File: config.mk
export PLATFORM = sky130hd
export DESIGN_NAME = uart_tx_engine
export DESIGN_NICKNAME = d
export VERILOG_FILES = /design/src/rtl/uart_tx_engine.sv
export SDC_FILE = /design/constraint.sdc
export NUM_CORES = 1
export LEC_CHECK = 0
export BUFFER_PORTS_ARGS = -buffer_cell sky130_fd_sc_hd__buf_2
export CAP_MARGIN = 0
export CORE_ASPECT_RATIO = 0.5
export CORE_MARGIN = 2
export CORE_UTILIZATION = 60
export CTS_CLUSTER_SIZE = 10
export DETAILED_ROUTE_END_ITERATION = 7
export PLACE_DENSITY_LB_ADDON = 0.1
export SETUP_SLACK_MARGIN = 0.05
export SLEW_MARGIN = 20
export SYNTH_ARGS = -nofsm -noshare
export SYNTH_HDL_FRONTEND = slang
export SYNTH_SLANG_ARGS = --single-unit
File: constraint.sdc
create_clock -name clk -period 7.4 [get_ports clk]
set_input_delay 2.22 -clock clk [delete_from_list [all_inputs] [get_ports clk]]
set_output_delay 2.22 -clock clk [all_outputs]
set_load 0.02 [all_outputs]
File: src/rtl/uart_tx_engine.sv
// Serial transmit engine: start bit, 7 or 8 data bits LSB first, optional parity, one stop bit.
// The configuration and the baud divisor are captured on load and stay fixed for the rest of the frame.
module uart_tx_engine #(
    parameter int DIV_W = 19
) (
    input  logic             clk,
    input  logic             rst,
    input  logic [DIV_W-1:0] baud_div,
    input  logic             eight,
    input  logic             pen,
    input  logic             ohel,
    input  logic             load,
    input  logic [7:0]       out_port,
    output logic             tx,
    output logic             tx_rdy,
    output logic             tx_done
);

    localparam logic [2:0] S_IDLE   = 3'd0;
    localparam logic [2:0] S_START  = 3'd1;
    localparam logic [2:0] S_DATA   = 3'd2;
    localparam logic [2:0] S_PARITY = 3'd3;
    localparam logic [2:0] S_STOP   = 3'd4;

    logic [2:0]       r_state;
    logic [DIV_W-1:0] r_baud_cnt;
    logic [DIV_W-1:0] r_div;
    logic [2:0]       r_bit_cnt;
    logic [7:0]       r_shift;
    logic             r_eight;
    logic             r_pen;
    logic             r_par;
    logic             r_tx;
    logic             r_rdy;
    logic             r_done;

    logic [DIV_W-1:0] w_div_eff;
    logic [7:0]       w_data_masked;
    logic             w_par;
    logic             w_bit_end;
    logic [2:0]       w_last_bit;

    // Divisors below 2 would give a zero-length or single-cycle bit; clamp them to 2.
    assign w_div_eff     = (baud_div > DIV_W'(1)) ? baud_div : DIV_W'(2);
    assign w_data_masked = {out_port[7] & eight, out_port[6:0]};
    assign w_par         = (^w_data_masked) ^ ohel;
    assign w_bit_end     = (r_baud_cnt == (r_div - DIV_W'(1)));
    assign w_last_bit    = r_eight ? 3'd7 : 3'd6;

    always_ff @(posedge clk) begin
        if (rst) begin
            r_state    <= S_IDLE;
            r_baud_cnt <= '0;
            r_div      <= DIV_W'(2);
            r_bit_cnt  <= '0;
            r_shift    <= '0;
            r_eight    <= 1'b0;
            r_pen      <= 1'b0;
            r_par      <= 1'b0;
            r_tx       <= 1'b1;
            r_rdy      <= 1'b1;
            r_done     <= 1'b0;
        end else begin
            r_done <= 1'b0;
            if (r_state == S_IDLE) begin
                if (load) begin
                    r_shift    <= w_data_masked;
                    r_eight    <= eight;
                    r_pen      <= pen;
                    r_par      <= w_par;
                    r_div      <= w_div_eff;
                    r_baud_cnt <= '0;
                    r_bit_cnt  <= '0;
                    r_tx       <= 1'b0;
                    r_rdy      <= 1'b0;
                    r_state    <= S_START;
                end
            end else if (!w_bit_end) begin
                r_baud_cnt <= r_baud_cnt + DIV_W'(1);
            end else begin
                r_baud_cnt <= '0;
                case (r_state)
                    S_START: begin
                        r_tx    <= r_shift[0];
                        r_state <= S_DATA;
                    end
                    S_DATA: begin
                        if (r_bit_cnt == w_last_bit) begin
                            if (r_pen) begin
                                r_tx    <= r_par;
                                r_state <= S_PARITY;
                            end else begin
                                r_tx    <= 1'b1;
                                r_state <= S_STOP;
                            end
                        end else begin
                            // Next data bit comes from the shifted copy so tx stays a plain register.
                            r_bit_cnt <= r_bit_cnt + 3'd1;
                            r_shift   <= r_shift >> 1;
                            r_tx      <= r_shift[1];
                        end
                    end
                    S_PARITY: begin
                        r_tx    <= 1'b1;
                        r_state <= S_STOP;
                    end
                    S_STOP: begin
                        r_rdy   <= 1'b1;
                        r_done  <= 1'b1;
                        r_state <= S_IDLE;
                    end
                    default: begin
                        r_tx    <= 1'b1;
                        r_rdy   <= 1'b1;
                        r_state <= S_IDLE;
                    end
                endcase
            end
        end
    end

    assign tx      = r_tx;
    assign tx_rdy  = r_rdy;
    assign tx_done = r_done;

endmodule

# Yosys cells after proc, flatten, opt, wreduce, memory -nomap -nowiden

Cells that the tools add are included.

Input bits: 33
Logic and storage cells: 71
Register bits after elaboration: 58
Output and inout port bits: 3

Eq/ne operators: 11
$lt $le $gt $ge: 1
$add $sub $neg: 3
Reduce and logical (&&, ||, !) cells: 11
Bitwise gates (word level): 3
Mux-type cells: 31

Operators with widths:

| kind                    | count |
|---|---|
| $mux W19                | 4 |
| $mux W8                 | 5 |
| $mux W3                 | 10 |
| $add A19 B1 Y19 const B | 1 |
| $eq A19 B19 Y1          | 1 |
| $gt A19 B1 Y1 const B   | 1 |
| $sub A19 B1 Y19 const B | 1 |
| $mux W1                 | 10 |
| $pmux W3 S3             | 1 |
| $reduce_and A3 Y1       | 3 |
| $reduce_xor A8 Y1       | 1 |
| $eq A3 B2 Y1 const B    | 2 |
| $ne A2 B2 Y1 const B    | 3 |
| $reduce_or A3 Y1        | 2 |
| $reduce_and A4 Y1       | 1 |
| $reduce_bool A2 Y1      | 2 |
| $add A3 B1 Y3 const B   | 1 |
| $eq A3 B1 Y1 const B    | 1 |
| $eq A3 B3 Y1            | 1 |
| $eq A3 B3 Y1 const B    | 1 |
| $logic_not A3 Y1        | 1 |
| $ne A3 B3 Y1 const B    | 1 |
| $pmux W1 S3             | 1 |
| $ne A2 B1 Y1 const B    | 1 |
| 4 further kinds         | 4 |

# Longest topological paths before layout

Gate-level depths: netlist of the first run.

Depth in word-level cells: 6
Depth in mapped cells: 12
Gate-level depth less buffers: 10

# Worst setup path before layout of the first run

OpenSTA, ideal clock, no wires.

Path kind: input -> register
Start point: in baud_div[15]
End point: reg r_div[12]
Setup slack: 3.838 ns
Path buffers: 1
Required time: 7.283 ns
Setup time: 0.117 ns
Arrival: 3.445 ns
Stages on the path: 5
Path through: or4_1 > nor4_1 > nor3_1 > clkbuf_1 > a22o_1

Word-level cells in the longest chain between the ends: 2

RTL lines:

| element              | RTL line | source |
|---|---|---|
| start, declared      | 8        | `input logic [DIV_W-1:0] baud_div,` |
| $gt A19 B1 Y1        | 44       | `assign w_div_eff = (baud_div > DIV_W'(1)) ? baud_div : DIV_W'(2);` |
| $mux W19             | 44       |  |
| end signal, assigned | 71       | `r_div <= w_div_eff;` |
| end, declared        | 27       | `logic [DIV_W-1:0] r_div;` |

No other way between the ends.
A chain may end at the register's enable or synchronous reset.

# Worst setup path in the final report of the first run

Start point: in load
End point: reg r_baud_cnt[18]

Word-level cells in the longest chain between the ends: 1

RTL lines:

| element                       | RTL line | source |
|---|---|---|
| start, declared               | 12       | `input logic load,` |
| $ne A2 B2 Y1 (no source line) | -        |  |
| end signal, assigned          | 79       | `r_baud_cnt <= r_baud_cnt + DIV_W'(1);` |
| end, declared                 | 26       | `logic [DIV_W-1:0] r_baud_cnt;` |

No other way between the ends.

==> results of run 1 <==
==> state kept, by name (all words and copies together), names as in the netlist <==
register    count
r_div          19
tx_rdy          1
tx              1
r_shift         8
r_eight         1
r_par           1
r_bit_cnt       3
r_baud_cnt     19
r_pen           1
tx_done         1
r_state         3
==> layout by cell type, fill, tap and decap left out, drive strengths merged, types with 4 or more instances in the layout <==
master and instances:
nor2b 5, xor2 20, and3 7, clkbuf 11
dfxtp 58, nand3b 5, a21oi 20, nor2 37
or3 6, o21ai 6, nand3 13, a22o 13
nand2 36, mux2i 10, nor3 17, xnor2 24
nand4 12, a211oi 15, buf 36, inv 11
nor4 13, or4 4
==> critical path: stages <==
cell and delay (ns):
buf_2 0.11, and2_1 0.35, nor2_2 0.64, o21ai_4 0.28, nor2_1 0.17
==> logic make-up after synthesis <==
kind of cell,count (synthesis),synth area share
AND/OR/NAND/NOR,169,0.265
AO/OA/AOI/OAI,77,0.174
flip-flops,58,0.350
XOR/XNOR,44,0.116
buffers and inverters,37,0.0483
multiplexers,11,0.0336
adder cells (fa/ha/maj),3,0.0113
==> power groups by stage <==
stage	combinational (uW)	sequential, uW	clock [uW]
after global routing	200	368	267
after global placement	171	369	0
final	180	365	248
after CTS	178	363	251
after floorplan	145	359	0
after detailed placement	177	370	0
==> routing by layer <==
| metal | routed length (um) | track usage | vias to the layer above | part of all wire |
|---|---|---|---|---|
| li1 | - | - | 1484 | - |
| met1 | 3630 | 0.382 | 1408 | 0.47 |
| met2 | 3370 | 0.413 | 96 | 0.44 |
| met3 | 613 | 0.0976 | 12 | 0.079 |
| met4 | 111 | 0.0861 | 0 | 0.014 |
| met5 | 0 | 0 | - | 0 |
==> cell type report <==
class,count,share of cell area
clock buffers,11,0.0388
repair buffers,36,0.0502
inverters,11,0.0113
flip-flops and latches,58,0.319
clock inverters,3,0.00481
multi-input cells,304,0.551
well taps,73,0.0251
==> stage by stage <==
stage | util | cell area [um2] | cells | power, uW | hold WS, ns
after floorplan | - | 3310 | 399 | 503 | 0.427
after CTS | 0.673 | 3630 | 496 | 792 | 0.450
final | 0.675 | 3640 | 496 | 793 | 0.453
after global placement | 0.644 | 3470 | 482 | 540 | 0.439
after detailed placement | 0.644 | 3470 | 482 | 547 | 0.441
after global routing | 0.675 | 3640 | 496 | 836 | 0.466
==> worst max path at each step <==
stage	startpoint	end	slack, ns	cells after the start
after detailed placement	load	r_baud_cnt[16]	3.18	5
final	load	r_baud_cnt[18]	3.89	5
after global placement	load	r_baud_cnt[18]	3.28	5
after global routing	load	r_baud_cnt[14]	3.72	5
after CTS	load	r_baud_cnt[14]	3.53	5
after floorplan	baud_div[15]	r_div[12]	3.84	5
==> results.cfg, run 1 <==
[status]
outcome = finished, final reports clean

[sta]
period_minus_slack_ns = 3.51
tns_ns = 0
tightest_slew_ns = 0.777
finalClockSkew_ns = 0.0101
timing.slew.headroom = 0.477
max_freq_ghz = 0.285
slew_viol_final = 0
fin_crit_sh = 0.475
hold_violations = 0
setup_slack_ns = 3.89
setup_viol = 0
grt_setup_unrepaired = no

[critical_path]
crit_path_end_kind = register
r2r_slack_ns = 4.12
reg2reg_from = r_div[0]
cp_max_fo = 18
critical_path_required_ns = 7.67
r2r_cells = 10
crit_type = primary input to register
r2r-end = r_baud_cnt[18]
setup.worst_path.start_class = primary input
arrival_ns = 3.78

[synthesis]
synth_warnings = 0
seq_area_frac_synth = 0.350
synthTopCellsByCount = dfxtp_1, nor2_1, nand2_1
syn_avg_cell_area_um2 = 8.30
synthFlopType = dfxtp_1
yosysTopAreaCellShare = 0.350
ys_ff_latch = 58
syn_area_mm2 = 0.00331
async_flop_share = 0
synth_edf_count = 0
yosys.cell_count.top_type = dfxtp_1
synth_area_leaders = dfxtp_1, xnor2_1, xor2_1
synthCells = 399
synthesis.nets = 435
yosysTopAreaCell = dfxtp_1
yosysUniqueCellTypes = 58

[pwr]
combPwrFrac = 0.227
vdd_drop_max_mv = 0.155
switchingPower_uw = 256
p_leak_uw = 0.00142
power_frac_seq = 0.460
power_switching_share = 0.322
p_int_uw = 537
p_per_area_mw_per_mm2 = 218
p_clk_frac = 0.313

[route]
drc = 0
first_pass_iters = 4
wire_per_inst_um = 15.6
drtIter0Drc = 250
final_antenna_net_count = 0
drt-total-wl_um = 7730
vias_per_cell = 6.05
vias = 3000

[clock_tree]
clk_path_buf_depth = 2
path_clk_slew_ns = 0.06
post_cts_buffers = 0
cts_resized = 0
postCtsHoldBufs = 0
numClockSinks = 58
cts-root-buf = clkbuf_8
tritoncts = done
clk_latency_ns = 0.34
cts_inserted_buffers = 9
htreeDepth = 3

[layout]
multiInputGateArea_mm2 = 0.00201
ff_latch_area_mm2 = 0.00116
n_fill_cell = 452
drive_gt1_frac = 0.151
diodes = 0
syn_to_final_growth_pct = 9.89
layout.nets = 456

[grt]
grt_pass1_vias = 2723
grt_usage = 0.279
overflow = 0
grt_max_degree = 33
grt_pass1_wl_um = 13100
antenna_found_initial = 0

[placement]
gp_congestion = 0.858
io_buffers = 35
dp_hpwl_um = 5770
pre_cts_ws_ns = 3.18

[hold_path]
worstHoldPathCells = 2
hp-class = register to register
hold_start = r_par
whs_endpoint = r_par

[floorplan]
core_area_mm2 = 0.00540
boundaryPins = 36
rows = 19
die_x_um = 109
die_area_mm2 = 0.00617
initial_utilization = 0.614
die_h_um = 56.5

[run]
maxCapViolCount = 0
Power figures use the tool's default switching activity.
==> inputs of run 2 (changes only) <==
--- a/config.mk
+++ b/config.mk
@@ -9,7 +9,7 @@
 export CAP_MARGIN = 0
 export CORE_ASPECT_RATIO = 0.5
 export CORE_MARGIN = 2
-export CORE_UTILIZATION = 60
+export CORE_UTILIZATION = 59
 export CTS_CLUSTER_SIZE = 10
 export DETAILED_ROUTE_END_ITERATION = 7
 export PLACE_DENSITY_LB_ADDON = 0.1
==> constraint.sdc (replaced) <==
create_clock -name clk -period 3.6 [get_ports clk]
set_input_delay 1.08 -clock clk [delete_from_list [all_inputs] [get_ports clk]]
set_output_delay 1.08 -clock clk [all_outputs]
set_load 0.02 [all_outputs]
==> results.cfg, run 2 (synthesized netlist as in run 1, its figures left out) <==
[hold_path]
hold_start = r_par
hp-class = register to register

[critical_path]
crit_slowest_cell = or3_4
r2r_slack_ns = 0.30
r2r-end = r_baud_cnt[6]
critPathMaxStageDelay_ns = 0.47
setup.worst_path.start_class = register
arrival_ns = 3.52
critical_path_required_ns = 3.82
crit_path_end_kind = register
crit_start = r_div[0]
cp_max_fo = 16
r2r_cells = 10
crit_type = register to register
crit_chain = inv_1 > ha_1 > or3b_1 > nor4_1 > o211ai_1 > a211oi_1 > nand4_1 > or3_4 > o21ai_4 > nor2_1
reg2reg_from = r_div[0]
crit_end = r_baud_cnt[6]

[pwr]
power_frac_seq = 0.435
p_per_area_mw_per_mm2 = 467
p_int_uw = 1200
vdd_drop_max_mv = 0.312
total_power_uw = 1720
switchingPower_uw = 526
p_clk_frac = 0.345
power_switching_share = 0.305
p_leak_uw = 0.00145
combPwrFrac = 0.220

[layout]
layout_commonest_cell = dfxtp_1
drive_gt1_frac = 0.160
finalInstanceArea_mm2 = 0.00369
layout.nets = 459
reg_top3 = r_baud_cnt: 19 flops, r_div: 19 flops, r_shift: 8 flops
diodes = 0
multiInputGateArea_mm2 = 0.00200
layout_common_cells = dfxtp_1, nor2_1, nand2_1
syn_to_final_growth_pct = 11.4
n_fill_cell = 464
ff_latch_area_mm2 = 0.00116

[clock_tree]
post_cts_buffers = 0
tritoncts = done
cts_inserted_buffers = 9
cts-root-buf = clkbuf_8
clk_latency_ns = 0.35
numClockSinks = 58
htreeDepth = 3
path_clk_slew_ns = 0.06
clk_path_buf_depth = 2
cts_resized = 0
postCtsHoldBufs = 0

[placement]
dp_hpwl_um = 5980
pre_cts_ws_ns = 0.390
io_buffers = 35
dpl_cell_area_mm2 = 0.00350
gp_congestion = 0.995

[route]
vias_per_cell = 6.01
final_antenna_net_count = 0
wire_per_inst_um = 16.1
drtIter0Drc = 176
drt-total-wl_um = 8040
first_pass_iters = 5
vias = 2999
drc = 0

[floorplan]
boundaryPins = 36
die_x_um = 110
initial_utilization = 0.609
die_area_mm2 = 0.00627
die_h_um = 57.0
core_area_mm2 = 0.00544
rows = 19

[sta]
grt_setup_unrepaired = no
max_freq_ghz = 0.303
hold_violations = 0
timing.slew.headroom = 0.472
setup_slack_ns = 0.304
fin_crit_sh = 0.916
finalClockSkew_ns = 0.00810
tns_ns = 0
whs_ns = 0.463
period_minus_slack_ns = 3.30
slew_viol_final = 0
tightest_slew_ns = 0.792
setup_viol = 0

[grt]
grt_usage = 0.277
grt_pass1_wl_um = 13200
grt_max_degree = 32
overflow = 0
grt_pass1_vias = 2752
antenna_found_initial = 0

[run]
maxCapViolCount = 0

[status]
outcome = finished, final reports clean
==> run 2: cell count changes in the layout (fill, tap and decap cells not counted) <==
| cell | change |
|---|---|
| bufinv_16 | +1 |
| clkbuf_1 | -1 |
| nor3_2 | +1 |
| clkinvlp_4 | -1 |
| nor3_4 | -1 |
| buf_4 | +3 |
| clkbuf_8 | +1 |
==> run 2: worst min path at each step <==
stage | to | slack (ns) | cells past startpoint
after floorplan | r_par | 0.43 | 2
after detailed placement | r_par | 0.46 | 2
after CTS | r_par | 0.47 | 2
final | r_par | 0.46 | 2
after global placement | r_par | 0.44 | 2
after global routing | r_par | 0.49 | 2
==> run 2: final cells by class <==
cell class / instances / share of cell area
clock buffers: 11 / 0.0410
multi-input cells: 304 / 0.542
clock inverters: 3 / 0.0109
inverters: 11 / 0.0112
well taps: 73 / 0.0248
repair buffers: 39 / 0.0556
flip-flops and latches: 58 / 0.315
==> run 2: per-stage QoR <==
| step | std cells | utilization |
|---|---|---|
| floorplan | 399 | - |
| detailed placement | 485 | 0.642 |
| CTS | 499 | 0.677 |
| global placement | 485 | 0.642 |
| global route | 499 | 0.678 |
| finish | 499 | 0.678 |
==> run 2: power by group through the flow <==
stage,Clock [uW],Combinational (uW),Sequential (uW)
2_1_floorplan,0,298,737
3_3_place_gp,0,363,759
3_5_place_dp,0,374,761
4_1_cts,606,376,747
5_1_grt,637,418,755
6_report,595,380,749
==> run 2: critical path, delay by kind of cell (launching register included) <==
kind	cells	cell delay, ns
AOI/OAI and AO/OA	3	0.85
and+or+nand+nor	5	1.66
adders and majority gates	1	0.21
buffers and inverters	1	0.09
DFF	1	0.36
==> run 2: per-layer routing <==
metal,wire length [um],vias to the layer above,track usage,share of wire
met3,632,13,0.0926,0.079
met4,99,0,0.0759,0.012
met1,3780,1404,0.388,0.47
met2,3530,92,0.410,0.44
met5,0,-,0,0
li1,-,1490,-,-
